==> src/rtl/led_array_module.sv <==
// Multi-channel LED driver: 256-slot PWM frames with per-channel off/on/blink/breathe modes.
// Define LED_BREATHE_EN to build the breathe level logic; without it, mode 11 behaves as blink.
module led_array_module #(
  parameter int CHANNELS = 4,
  parameter int STEP     = 19531,
  parameter int PRE_W    = 15
) (
  input  logic                    CLK,
  input  logic                    RST,
  input  logic                    EN,
  input  logic [2*CHANNELS-1:0]   Mode,
  input  logic [8*CHANNELS-1:0]   Duty,
  output logic [CHANNELS-1:0]     LED_Out,
  output logic                    Frame_Tick
);

  localparam logic [PRE_W-1:0] PRE_LAST = PRE_W'(STEP - 1);

  logic [PRE_W-1:0]    pre_q, pre_d;
  logic [7:0]          slot_q, slot_d;
  logic                tick_q;
  logic [CHANNELS-1:0] led_q;
  logic [CHANNELS-1:0] led_d;
  logic                slot_wrap;
  logic                frame_start;

  assign slot_wrap   = EN && (pre_q == PRE_LAST);
  assign frame_start = slot_wrap && (slot_q == 8'hFF);

  always_comb begin
    pre_d  = pre_q;
    slot_d = slot_q;
    if (EN) begin
      if (slot_wrap) begin
        pre_d  = '0;
        slot_d = (slot_q == 8'hFF) ? 8'h00 : slot_q + 8'd1;
      end else begin
        pre_d = pre_q + PRE_W'(1);
      end
    end
  end

  always_ff @(posedge CLK) begin
    if (RST) begin
      pre_q  <= '0;
      slot_q <= '0;
      tick_q <= 1'b0;
      led_q  <= '0;
    end else begin
      pre_q  <= pre_d;
      slot_q <= slot_d;
      tick_q <= frame_start;
      led_q  <= EN ? led_d : '0;
    end
  end

  genvar gi;
  generate
    for (gi = 0; gi < CHANNELS; gi++) begin : g_chan
      logic [1:0] mode_in;
      logic [7:0] duty_in;
      logic [1:0] mode_q;
      logic [7:0] duty_q;
      logic [7:0] thresh;

      assign mode_in = Mode[2*gi +: 2];
      assign duty_in = Duty[8*gi +: 8];

      // Shadows only move at frame boundaries so a frame never shows a mixed setting.
      always_ff @(posedge CLK) begin
        if (RST) begin
          mode_q <= 2'b00;
          duty_q <= 8'h00;
        end else if (frame_start) begin
          mode_q <= mode_in;
          duty_q <= duty_in;
        end
      end

`ifdef LED_BREATHE_EN
      logic [7:0] level_q, level_d;
      logic       down_q, down_d;

      always_comb begin
        level_d = level_q;
        down_d  = down_q;
        if (frame_start) begin
          if (mode_in != 2'b11) begin
            level_d = 8'h00;
            down_d  = 1'b0;
          end else if (!down_q) begin
            if (level_q == 8'hFF) begin
              level_d = 8'hFE;
              down_d  = 1'b1;
            end else begin
              level_d = level_q + 8'd1;
            end
          end else begin
            if (level_q == 8'h00) begin
              level_d = 8'h01;
              down_d  = 1'b0;
            end else begin
              level_d = level_q - 8'd1;
            end
          end
        end
      end

      always_ff @(posedge CLK) begin
        if (RST) begin
          level_q <= 8'h00;
          down_q  <= 1'b0;
        end else begin
          level_q <= level_d;
          down_q  <= down_d;
        end
      end

      assign thresh = (mode_q == 2'b11) ? level_q : duty_q;
`else
      assign thresh = duty_q;
`endif

      // 01 is steady on; 10 and 11 both compare the slot against a threshold.
      assign led_d[gi] = (mode_q == 2'b01) | (mode_q[1] & (slot_q < thresh));
    end
  endgenerate

  assign LED_Out    = led_q;
  assign Frame_Tick = tick_q;

endmodule

==> config.mk <==
export PLATFORM = sky130hd
export DESIGN_NAME = led_array_module
export DESIGN_NICKNAME = d
export VERILOG_FILES = /design/src/rtl/led_array_module.sv
export SDC_FILE = /design/constraint.sdc
export NUM_CORES = 1
export LEC_CHECK = 0
export ABC_AREA = 1
export BUFFER_PORTS_ARGS = -buffer_cell sky130_fd_sc_hd__buf_2
export CORE_UTILIZATION = 63
export CTS_CLUSTER_DIAMETER = 80
export DETAILED_ROUTE_END_ITERATION = 8
export PLACE_DENSITY = 0.86
export RECOVER_POWER = 25
export SYNTH_ARGS = -nofsm -noshare
export SYNTH_HDL_FRONTEND = slang
export SYNTH_SLANG_ARGS = --single-unit
==> constraint.sdc <==
create_clock -name CLK -period 3.05 [get_ports CLK]
set_input_delay 0.1525 -clock CLK [delete_from_list [all_inputs] [get_ports CLK]]
set_output_delay 0.1525 -clock CLK [all_outputs]
set_load 0.1 [all_outputs]
== After elaboration in Yosys (flattened, before gate mapping) ==
Cells that the tools add are included.
Operators by class
  add/sub/neg operators: 2
  magnitude comparators: 4
  eq/ne operators: 6
  mux-type cells: 2
  bitwise gates (word level): 9
  reduce and logical (&&, ||, !) cells: 4
Operators with widths (number)
  8-bit < comparator: 4
  15-bit by 1-bit adder with 15-bit output (second input constant): 1
  15-bit == test (second input constant): 1
  15-bit 2-to-1 mux: 1
  8-bit by 1-bit adder with 8-bit output (second input constant): 1
  2-bit by 1-bit == test with 1-bit output (second input constant): 4
  8-bit == test (second input constant): 1
  8-bit 2-to-1 mux: 1
  1-bit AND: 4
  1-bit bitwise OR: 4
  1-bit logical AND: 2
  2-bit AND reduction: 1
  2-bit OR reduction: 1
  1-bit inverter: 1
Storage, ports and cells
  flip-flop bits (word level): 68
  bits of input ports: 43
  output and inout port bits: 5
  logic and storage cells: 39

== Depth between registers and ports, before layout ==
Gate-level depths: netlist (run 1).
  depth in word-level cells: 3
  depth in mapped cells: 11
  depth with buffers taken out: 11

== Least setup slack after synthesis (run 1) ==
OpenSTA, ideal clock, no wires.
  path kind: flip-flop to flip-flop
  start: reg slot_q[1]
  end: reg g_chan[0].duty_q[7]
  setup time: 0.114 ns
  arrival: 1.353 ns
  required time: 2.936 ns
  path slack: 1.583 ns
  stages on the path, launching flop included: 10
  path buffers: 1
  clock period less this slack: 1.467 ns
  cell sequence: dfxtp_1 > ha_1 > nand3_1 > inv_1 > nand2_1 > inv_1 > nand3_1 > buf_2 > nand3_1 > nand2_1
On the way
  cells in the longest elaborated chain, start to end: 2
RTL lines
  from (decl): line 20  | logic [7:0] slot_q, slot_d;
  from (signal assigned): line 51  | slot_q <= slot_d;
  8-bit == test: line 28  | assign frame_start = slot_wrap && (slot_q == 8'hFF);
  1-bit logical AND: line 28
  to (signal assigned): line 76  | duty_q <= duty_in;
  to (decl): line 63  | logic [7:0] duty_q;
No other way between the ends.
A chain may end at the register's enable or synchronous reset.

== Worst setup path in the final report (run 1) ==
  start: reg pre_q[1]
  end: reg g_chan[0].duty_q[2]
On the way
  cells in the longest elaborated chain, start to end: 3
RTL lines
  from (decl): line 19  | logic [PRE_W-1:0] pre_q, pre_d;
  from (signal assigned): line 50  | pre_q <= pre_d;
  15-bit == test: line 27  | assign slot_wrap = EN && (pre_q == PRE_LAST);
  1-bit logical AND: line 27
  1-bit logical AND: line 28
No other way between the ends.

==> results_dict.tcl, run 1 <==
set metrics [dict create \
    min_period_over_period_pct 68.15 \
    dr_wl_met2_um 4504 \
    maxSlewViolCount 0 \
    diodes 0 \
    chipHeight_um 80.20 \
    yosysWarningCount 0 \
    maxSlewHeadroom_pct 22.40 \
    p_leak_nw 1.984 \
    routedWlPerCell_um 13.68 \
    grt_max_degree 58 \
    end_kind "register" \
    rows 28 \
    nets 670 \
    postCtsSetupBuffers 0 \
    outcome "completed" \
    highest_layer "met4" \
    die-area_um2 6432 \
    power_density_nw_per_um2 418.0 \
    drcViolationCount 0 \
    drt-met1-wl_um 3889 \
    crit_required_ns 3.34 \
    p_int_w 0.001397 \
    cp-start-kind "register" \
    seqCellArea_um2 1361 \
    setup_viol 0 \
    criticalPathCategory "reg -> reg" \
    fillCellCount 481 \
    p_sw_w 0.0003898 \
    clk-insertion-delay-late_ns 0.35 \
    rsz0062_at_grt "no" \
    power_w 0.001787 \
    p_sw_share_pct 21.82 \
    drive_above_1_share_pct 12.81 \
    async_reset_ff_share_pct 0 \
    synthFlopType "dfxtp_1" \
    tns_ns 0 \
    grtUsageTotal_pct 31.01 \
    syn_area_um2 3852 \
    cts_made_buffers 9 \
    pwr-share-comb_pct 3.7 \
    drtIter0Drc 232 \
    ctsHoldBuffers 0 \
    synth_top_area_share_pct 35.34 \
    synth_area_leader_cell "dfxtp_1" \
    cts.sink_count 68 \
    areaGrowthSynthToFinish_pct 10.95 \
    syn_inst 558 \
    ys_types 27 \
    synth_edf_count 0 \
    totalWireLength_um 9249 \
    portBuffers 47 \
    cts_tree "done" \
    cap_violations 0 \
    clk_path_buf_depth 2 \
    crit_arrival_ns 2.37 \
    synthTopCellsByArea "dfxtp_1 (35%), nand2_1 (14%), ha_1 (10%)" \
    antenna_found_initial 0 \
    ys_seq_elements 68 \
    dr_total_vias 3824 \
    pin_count 48 \
    root_buffer "clkbuf_8" \
    core_um2 5921 \
    die_x_um 80.20 \
    first_pass_iters 6 \
    tightest_slew_ns 1.169 \
    grt_overflow 0 \
    cp_max_fo 22 \
    clockPowerShare_pct 46.4 \
    vias_per_cell 5.657 \
    hp-class "in -> reg" \
    multiInputGateArea_um2 2053 \
    hold_viol_final 0 \
    grt_pass1_vias 3412 \
    fin_area_um2 4274 \
    fmax_ghz 0.4811 \
    synth_nets 632 \
    initial_core_util_pct 65.07 \
    antenna_left 0 \
    seqPwrFrac_pct 49.9 \
    place_area_um2 4065 \
    finClkSkew_ns 0.009625 \
    ys_seq_area_share_pct 35.34 \
    synth_area_per_cell_um2 6.904 \
    period_needed_ns 2.079 \
    grt_pass1_wl_um 15300 \
    fin_util_pct 72.19 \
    cts.clk_slew.worst_paths_ns 0.08 \
    gp_congestion 0.9090 \
    hpwl_um 6404 \
    wl_met3_um 632 \
    vdd_drop_max_v 0.0002864 \
    post_cts_resized 0 \
    htree_levels 3 \
]
==> path summary, 6_finish.rpt <==
path / from / end / slack [ns] / depth (start not counted)
min reg2reg: g_chan[3].duty_q[6]$_SDFFE_PP0P_ / g_chan[3].duty_q[6]$_SDFFE_PP0P_ / 0.47 / 2
max: pre_q[1]$_SDFFE_PP0P_ / g_chan[0].duty_q[2]$_SDFFE_PP0P_ / 0.97 / 8
min: Mode[0] / g_chan[0].mode_q[0]$_SDFFE_PP0P_ / 0.03 / 3
max reg2reg: pre_q[1]$_SDFFE_PP0P_ / g_chan[0].duty_q[2]$_SDFFE_PP0P_ / 0.97 / 8
==> synth_stat cells (4+ instances only) <==
cell,count
dfxtp_1,68
inv_2,5
nor3_1,15
buf_6,5
nand3_1,60
o21ai_0,7
buf_2,15
inv_1,69
buf_1,4
nand4_1,45
nor2_1,50
nand2_1,144
a21oi_1,22
ha_1,31
==> cells in the final DEF (no fill, tap or decap) <==
| master | n |
|---|---|
| ha_1 | 31 |
| o21bai_1 | 1 |
| buf_2 | 42 |
| inv_2 | 6 |
| nor2_1 | 51 |
| nand3_1 | 60 |
| a21oi_1 | 22 |
| nand2_1 | 144 |
| clkinvlp_4 | 1 |
| o21ai_0 | 7 |
| clkbuf_1 | 7 |
| nor3_2 | 2 |
| nor3_4 | 1 |
| nand4_1 | 45 |
| nand3_2 | 1 |
| xor2_1 | 2 |
| nor3b_1 | 1 |
| or2_2 | 1 |
| nor2_2 | 1 |
| nor3_1 | 15 |
| nor2_4 | 2 |
| o21ai_1 | 1 |
| clkinv_2 | 1 |
| nand2_2 | 2 |
| bufinv_16 | 2 |
| clkbuf_8 | 10 |
| buf_4 | 5 |
| inv_1 | 69 |
| dfxtp_1 | 68 |
==> layout make-up <==
type	instances	area share, %
sequential	68	31.85
clock inverter	4	1.698
inverter	75	6.587
tap	75	2.196
timing repair buffer	52	6.235
clock buffer	12	3.396
multi-input combinational	390	48.04
==> state kept, by name, indices dropped and copies added, names as in the netlist <==
register,flops
slot_q,8
g_chan.duty_q,32
g_chan.mode_q,8
Frame_Tick,1
pre_q,15
LED_Out,4
==> metrics by stage <==
step | worst slack, ns | hold WS, ns | cells
after global placement | 1.073 | 0.3869 | 660
after CTS | 0.9760 | 0.02303 | 676
final | 0.9714 | 0.02949 | 676
after detailed placement | 0.9978 | 0.3931 | 660
after floorplan | 1.583 | 0.3007 | 558
after global routing | 0.8034 | 0.03948 | 676
==> worst max-delay path, stage by stage (launching register included) <==
cell	delay, ns
dfxtp_1	0.40
ha_1	0.21
nand2_1	0.06
nor2_1	0.09
nand2_1	0.10
nor3_4	0.57
buf_4	0.37
nand4_1	0.12
nand2_1	0.08
==> logic make-up after synthesis <==
kind of cell,count (synthesis),share of synthesized area (%)
buffers and inverters,100,11.30
adders and majority gates,31,10.07
and+or+nand+nor,326,38.75
DFF,68,35.34
AOI/OAI and AO/OA,31,4.092
xor gates and xnor gates,2,0.4548
==> power groups by stage <==
stage | logic, W | registers [W] | clock network, W
6_report | 0.0000664 | 0.000892 | 0.000828
5_1_grt | 0.0000726 | 0.000892 | 0.000879
4_1_cts | 0.0000663 | 0.000892 | 0.000834
3_5_place_dp | 0.0000656 | 0.000913 | 0
3_3_place_gp | 0.0000647 | 0.000912 | 0
2_1_floorplan | 0.0000326 | 0.000912 | 0
==> metal layers <==
layer / GRT usage (%) / vias to the layer above
li1: - / 1902
met1: 37.47 / 1727
met2: 53.93 / 163
met3: 6.364 / 32
met4: 11.43 / 0
met5: 0 / -
(Power assumes the default switching activity.)
==> run 2, diff against run 1 <==
Settings changed: ABC_AREA 1 to 0, CORE_UTILIZATION 63 to 57, PLACE_DENSITY 0.86 to 0.79.
Clock period 3.05 ns to 2.2 ns, I/O delays scaled along.
==> run 2 against run 1 <==
Against the previous run:
- the run now ends with negative setup slack left
- critical path depth is the same
- clock power grew 9.9%
- clock-buffer cell count grew 1
- sequential share of layout area shrank 1.8 points
- sequential cell count is the same
- design area grew 6.1%
- via count shrank 9.7%
- critical path type unchanged
==> results_dict.tcl, run 2 <==
set metrics [dict create \
    synth_top_area_share_pct 38.82 \
    grt_max_degree 41 \
    nets 562 \
    die_x_um 80.44 \
    largest_register_ffs 32 \
    layout_common_cells "dfxtp_1 (66), buf_2 (42), nand4_1 (37), inv_1 (36), ha_1 (30)" \
    gp_congestion 0.8391 \
    portBuffers 47 \
    diodes 0 \
    antenna_found_initial 0 \
    final_common_cell "dfxtp_1" \
    multiInputGateArea_um2 1942 \
    violations "negative setup slack" \
    hp-class "in -> reg" \
    routedWlPerCell_um 17.26 \
    cp-start-kind "register" \
    synth_top_family_by_area "simple AND/OR/NAND/NOR gates" \
    setup_viol 27 \
    crit_arrival_ns 2.50 \
    drcViolationCount 0 \
    synthTopCellsByArea "dfxtp_1 (39%), ha_1 (11%), nand4_1 (6.6%)" \
    synthAdderAreaFrac_pct 11.06 \
    grt_overflow 0 \
    synth_area_per_cell_um2 8.790 \
    syn_inst 399 \
    pin_count 48 \
    grtUsageTotal_pct 30.31 \
    rows 28 \
    seqCellArea_um2 1364 \
    ys_seq_elements 68 \
    cts.clk_slew.worst_paths_ns 0.07 \
    fin_ws_ns -0.06188 \
    synth_mux_area_share_pct 0 \
    yosysWarningCount 0 \
    antenna_left 0 \
    synth.most_common_cell "dfxtp_1" \
    vias_per_cell 6.092 \
    min_period_over_period_pct 102.8 \
    synth_nets 473 \
    synth_area_leader_cell "dfxtp_1" \
    dr_total_vias 3454 \
    maxSlewViolCount 0 \
    chipHeight_um 80.44 \
    fillCellCount 419 \
    finClkSkew_ns 0.005463 \
    cap_violations 0 \
    hold_viol_final 0 \
    drtIter0Drc 246 \
    hpwl_um 5813 \
    syn_area_um2 3507 \
    htree_levels 3 \
    synthFlopType "dfxtp_1" \
    maxSlewHeadroom_pct 21.38 \
    vdd_drop_max_v 0.0004764 \
    clk-insertion-delay-late_ns 0.35 \
    end_kind "register" \
    criticalPathCategory "reg -> reg" \
    pre_cts_ws_ns 0.01159 \
    crit_required_ns 2.43 \
    fmax_ghz 0.4421 \
    core_um2 5921 \
    period_needed_ns 2.262 \
    drive_above_1_share_pct 21.75 \
    synthSimpleGateAreaFrac_pct 19.73 \
    tightest_slew_ns 1.184 \
    place_area_um2 3975 \
    areaGrowthSynthToFinish_pct 29.25 \
    top_register "g_chan.duty_q" \
    outcome "finished with violations" \
    clk_path_buf_depth 2 \
    cts.sink_count 68 \
    synth_common_cells "dfxtp_1 (68), inv_1 (37), nand4_1 (37)" \
    p_leak_nw 1.756 \
    ys_seq_area_share_pct 38.82 \
    ys_types 37 \
    synth_edf_count 0 \
    power_density_nw_per_um2 505.5 \
    reg_top3 "g_chan.duty_q x32, pre_q x15" \
    first_pass_iters 4 \
    async_reset_ff_share_pct 0 \
    initial_core_util_pct 59.24 \
    cp_max_fo 8 \
    cts_tree "done" \
    die-area_um2 6471 \
    grt_pass1_wl_um 14700 \
    synth-xor-area-share_pct 3.746 \
    cts_made_buffers 9 \
    totalWireLength_um 9789 \
    root_buffer "clkbuf_8" \
    rsz0062_at_grt "yes" \
    grt_pass1_vias 3180 \
    fin_area_um2 4533 \
    synth_compound_gate_area_share_pct 18.98 \
]
run 2: cell count changes after synthesis, sizes merged, moves of 6 or more:
cell,delta
inv,-36
clkbuf,+22
buf,-18
o31ai,+28
nor2,-27
nand3,-56
a31o,+16
xnor2,+10
nand2,-125
nand4,-8
a21oi,-7
nor4,+6
nor3,-7
o311a,+8
run 2: final timing paths:
check                                                 startpoint                               end  slack (ns)  depth (start not counted)
worst max-delay path                       pre_q[0]$_SDFFE_PP0P_  g_chan[3].duty_q[6]$_SDFFE_PP0P_       -0.06                          8
worst min register to register  g_chan[1].duty_q[1]$_SDFFE_PP0P_  g_chan[1].duty_q[1]$_SDFFE_PP0P_        0.48                          2
worst max register to register             pre_q[0]$_SDFFE_PP0P_  g_chan[3].duty_q[6]$_SDFFE_PP0P_       -0.06                          8
worst min-delay path                                    Duty[17]  g_chan[2].duty_q[1]$_SDFFE_PP0P_       0.001                          3
run 2: metal layers:
metal	vias to the layer above	global-route usage, %	share of wire (%)
li1	1654	-	-
met1	1608	37.51	43
met2	159	49.58	47
met3	33	7.955	6.6
met4	0	12.50	3.3
met5	-	0	0
run 2: power by group:
group | switching [W] | internal (W)
sequential | 0.00000245 | 0.00123
clock | 0.000449 | 0.000461
combinational | 0.0000683 | 0.0000765
run 2: what timing repair did:
| item | CTS | global route |
|---|---|---|
| hold buffers | 25 | 0 |
| hold endpoints to repair | 25 | 0 |
| setup buffers | 0 | 2 |
| endpoints found under the setup margin | 4 | 44 |
| pin swaps | 2 | 10 |
| gates cloned | 0 | 5 |
| resized for setup | 0 | 11 |
run 2: worst max-delay path: stages (launching register included):
cell and delay, ns:
dfxtp_2 0.33, inv_2 0.07, ha_4 0.12, or3b_4 0.40
or4_4 0.58, nor3_4 0.22, buf_6 0.20, buf_6 0.16
o31ai_1 0.07
run 2: area by class of cell:
class	instances	share of cell area, %
clock buffer	13	3.505
clock inverter	2	0.2208
inverter	38	3.147
multi-input combinational	265	42.84
sequential	68	30.09
tap	75	2.070
timing repair buffer	106	18.13
run 2: stage by stage:
| step | power (W) | hold WS, ns | util (%) | TNS (ns) | std cells |
|---|---|---|---|---|---|
| CTS | 0.002292 | 0.001143 | 74.22 | -0.01074 | 560 |
| finish | 0.002291 | 0.001115 | 76.56 | -1.179 | 567 |
| detailed placement | 0.001364 | 0.3310 | 67.14 | 0 | 520 |
| floorplan | 0.001307 | 0.2441 | - | -0.1601 | 399 |
| global route | 0.002365 | 0.01865 | 76.56 | -2.426 | 567 |
| global placement | 0.001363 | 0.3284 | 67.14 | 0 | 520 |
run 2: cell families after synthesis:
family / Yosys count
AND/OR/NAND/NOR: 127
AO/OA/AOI/OAI: 91
flip-flops: 68
buffers and inverters: 67
adder cells (fa/ha/maj): 31
XOR/XNOR: 15
==> run 3, diff against run 2 <==
Clock period 2.2 ns to 2.6 ns, I/O delays scaled along.
==> run 3 against run 2 <==
Against the previous run:
- the run now ends clean
- critical endpoint is now g_chan[0].mode_q[1]$_SDFFE_PP0P_
- clock power decreased by 2%
- cell count decreased by 5.6%
- register-to-register slack improved by 0.23 ns
- critical path depth decreased by 2
- wire length decreased by 11%
- utilization decreased by 6.5 points
- clock-buffer cell count decreased by 2
- highest routed layer unchanged
- non-clock buffer count decreased by 32
- sequential cell count unchanged
- fmax decreased by 7.1%
==> results_dict.tcl, run 3 (same netlist as run 2, synthesis figures left out) <==
set metrics [dict create \
    maxSlewHeadroom_pct 22.63 \
    diodes 0 \
    antenna_found_initial 0 \
    largest_register_ffs 32 \
    tns_ns 0 \
    clk-insertion-delay-late_ns 0.35 \
    setup_viol 0 \
    core_um2 5921 \
    vias_per_cell 5.953 \
    routedWlPerCell_um 16.27 \
    top_register "g_chan.duty_q" \
    hp-start "Mode[1]" \
    ctsHoldBuffers 11 \
    initial_core_util_pct 59.24 \
    reg_top3 "g_chan.duty_q x32, pre_q x15" \
    rr_startpoint "pre_q[1]$_SDFFE_PP0P_" \
    clockPowerShare_pct 44.0 \
    grt_overflow 0 \
    cap_violations 0 \
    hold_viol_final 0 \
    grt_max_degree 42 \
    cp_max_fo 26 \
    portBuffers 47 \
    dr_total_vias 3185 \
    antenna_left 0 \
    clk_path_buf_depth 2 \
    p_sw_w 0.0004569 \
    reg2reg_to "g_chan[0].mode_q[1]$_SDFFE_PP0P_" \
    cp-start-kind "register" \
    die-area_um2 6471 \
    nets 529 \
    drcViolationCount 0 \
    gp_congestion 0.8127 \
    grt_pass1_vias 2970 \
    period_needed_ns 2.433 \
    crit_required_ns 2.84 \
    min_period_over_period_pct 93.60 \
    layout_common_cells "dfxtp_1 (68), buf_2 (42), inv_1 (37), nand4_1 (37), ha_1 (31)" \
    vdd_drop_max_v 0.0003024 \
    rsz0062_at_grt "no" \
    hpwl_um 5790 \
    postCtsSetupBuffers 0 \
    final_common_cell "dfxtp_1" \
    maxSlewViolCount 0 \
    criticalPathCategory "reg -> reg" \
    rrSetupSlack_ns 0.17 \
    crit_arrival_ns 2.67 \
    areaGrowthSynthToFinish_pct 18.23 \
    worstRegToRegCells 6 \
    outcome "completed" \
    htree_levels 3 \
    die_x_um 80.44 \
    seqPwrFrac_pct 51.5 \
    chipHeight_um 80.44 \
    grtUsageTotal_pct 28.89 \
    end_kind "register" \
    power_w 0.002032 \
    totalWireLength_um 8706 \
    cts_tree "done" \
    tightest_slew_ns 1.166 \
    pwr-share-comb_pct 4.5 \
    finClkSkew_ns 0.008949 \
    p_leak_nw 1.590 \
    holdPathEnd "g_chan[0].mode_q[1]$_SDFFE_PP0P_" \
    cts.sink_count 68 \
    fillCellCount 501 \
    cts.clk_slew.worst_paths_ns 0.06 \
    grt_pass1_wl_um 14060 \
    fmax_ghz 0.4109 \
    first_pass_iters 4 \
    rows 28 \
    power_density_nw_per_um2 490.0 \
    cts_made_buffers 9 \
    post_cts_resized 0 \
    drive_above_1_share_pct 17.39 \
    pin_count 48 \
    p_int_w 0.001575 \
    whs_path_depth 2 \
    root_buffer "clkbuf_8" \
    hp-class "in -> reg" \
    p_sw_share_pct 22.49 \
    drtIter0Drc 229 \
]
==> run 3: worst max path at each step <==
stage	from	to	slack, ns	cells after the start
final	pre_q[1]$_SDFFE_PP0P_	g_chan[0].mode_q[1]$_SDFFE_PP0P_	0.17	6
after CTS	pre_q[1]$_SDFFE_PP0P_	g_chan[1].mode_q[1]$_SDFFE_PP0P_	0.18	7
after global routing	pre_q[1]$_SDFFE_PP0P_	slot_q[7]$_SDFFE_PP0P_	0.03	6
after floorplan	pre_q[0]$_SDFFE_PP0P_	g_chan[0].duty_q[0]$_SDFFE_PP0P_	0.33	8
after global placement	pre_q[0]$_SDFFE_PP0P_	g_chan[1].mode_q[1]$_SDFFE_PP0P_	0.30	8
after detailed placement	pre_q[1]$_SDFFE_PP0P_	g_chan[0].duty_q[6]$_SDFFE_PP0P_	0.22	7
==> run 3: power by group through the flow <==
stage,registers [W],logic [W],clock network [W]
global placement,0.00107,0.0000734,0
detailed placement,0.00107,0.0000756,0
global route,0.00105,0.0000989,0.000953
floorplan,0.00107,0.0000349,0
CTS,0.00105,0.0000884,0.000904
finish,0.00105,0.0000909,0.000895
==> run 3: metrics by stage <==
stage	instances	worst slack (ns)	utilization, %	hold WS (ns)	cell area [µm²]
2_1_floorplan	399	0.3265	-	0.2641	3507
3_3_place_gp	507	0.3017	64.92	0.3475	3844
3_5_place_dp	507	0.2231	64.92	0.3542	3844
4_1_cts	534	0.1829	70.18	0.00002423	4155
5_1_grt	535	0.03293	70.03	0.003108	4146
6_report	535	0.1665	70.03	0.01191	4146
==> run 3: final cells by class <==
type	count	area [µm²]	area share, %
well taps	75	93.84	2.263
inverters	38	142.6	3.440
flip-flops and latches	68	1361	32.83
clock buffers	11	151.4	3.651
multi-input cells	264	1879	45.32
repair buffers	74	467.9	11.29
clock inverters	5	50.05	1.207
==> run 3: worst max-delay path, cell delays in order, from the launching register on <==
cell      delay (ns)
dfxtp_1         0.42
ha_1            0.20
or3b_2          0.45
nor4_1          0.32
clkbuf_2        0.54
a211oi_1        0.18
a31o_1          0.22
==> run 3: layer usage <==
metal | global-route usage [%] | vias up | share of wire, %
met3 | 6.023 | 12 | 5.9
met4 | 11.25 | 0 | 1.3
li1 | - | 1585 | -
met1 | 37.85 | 1486 | 45
met5 | 0 | - | 0
met2 | 46.19 | 102 | 48
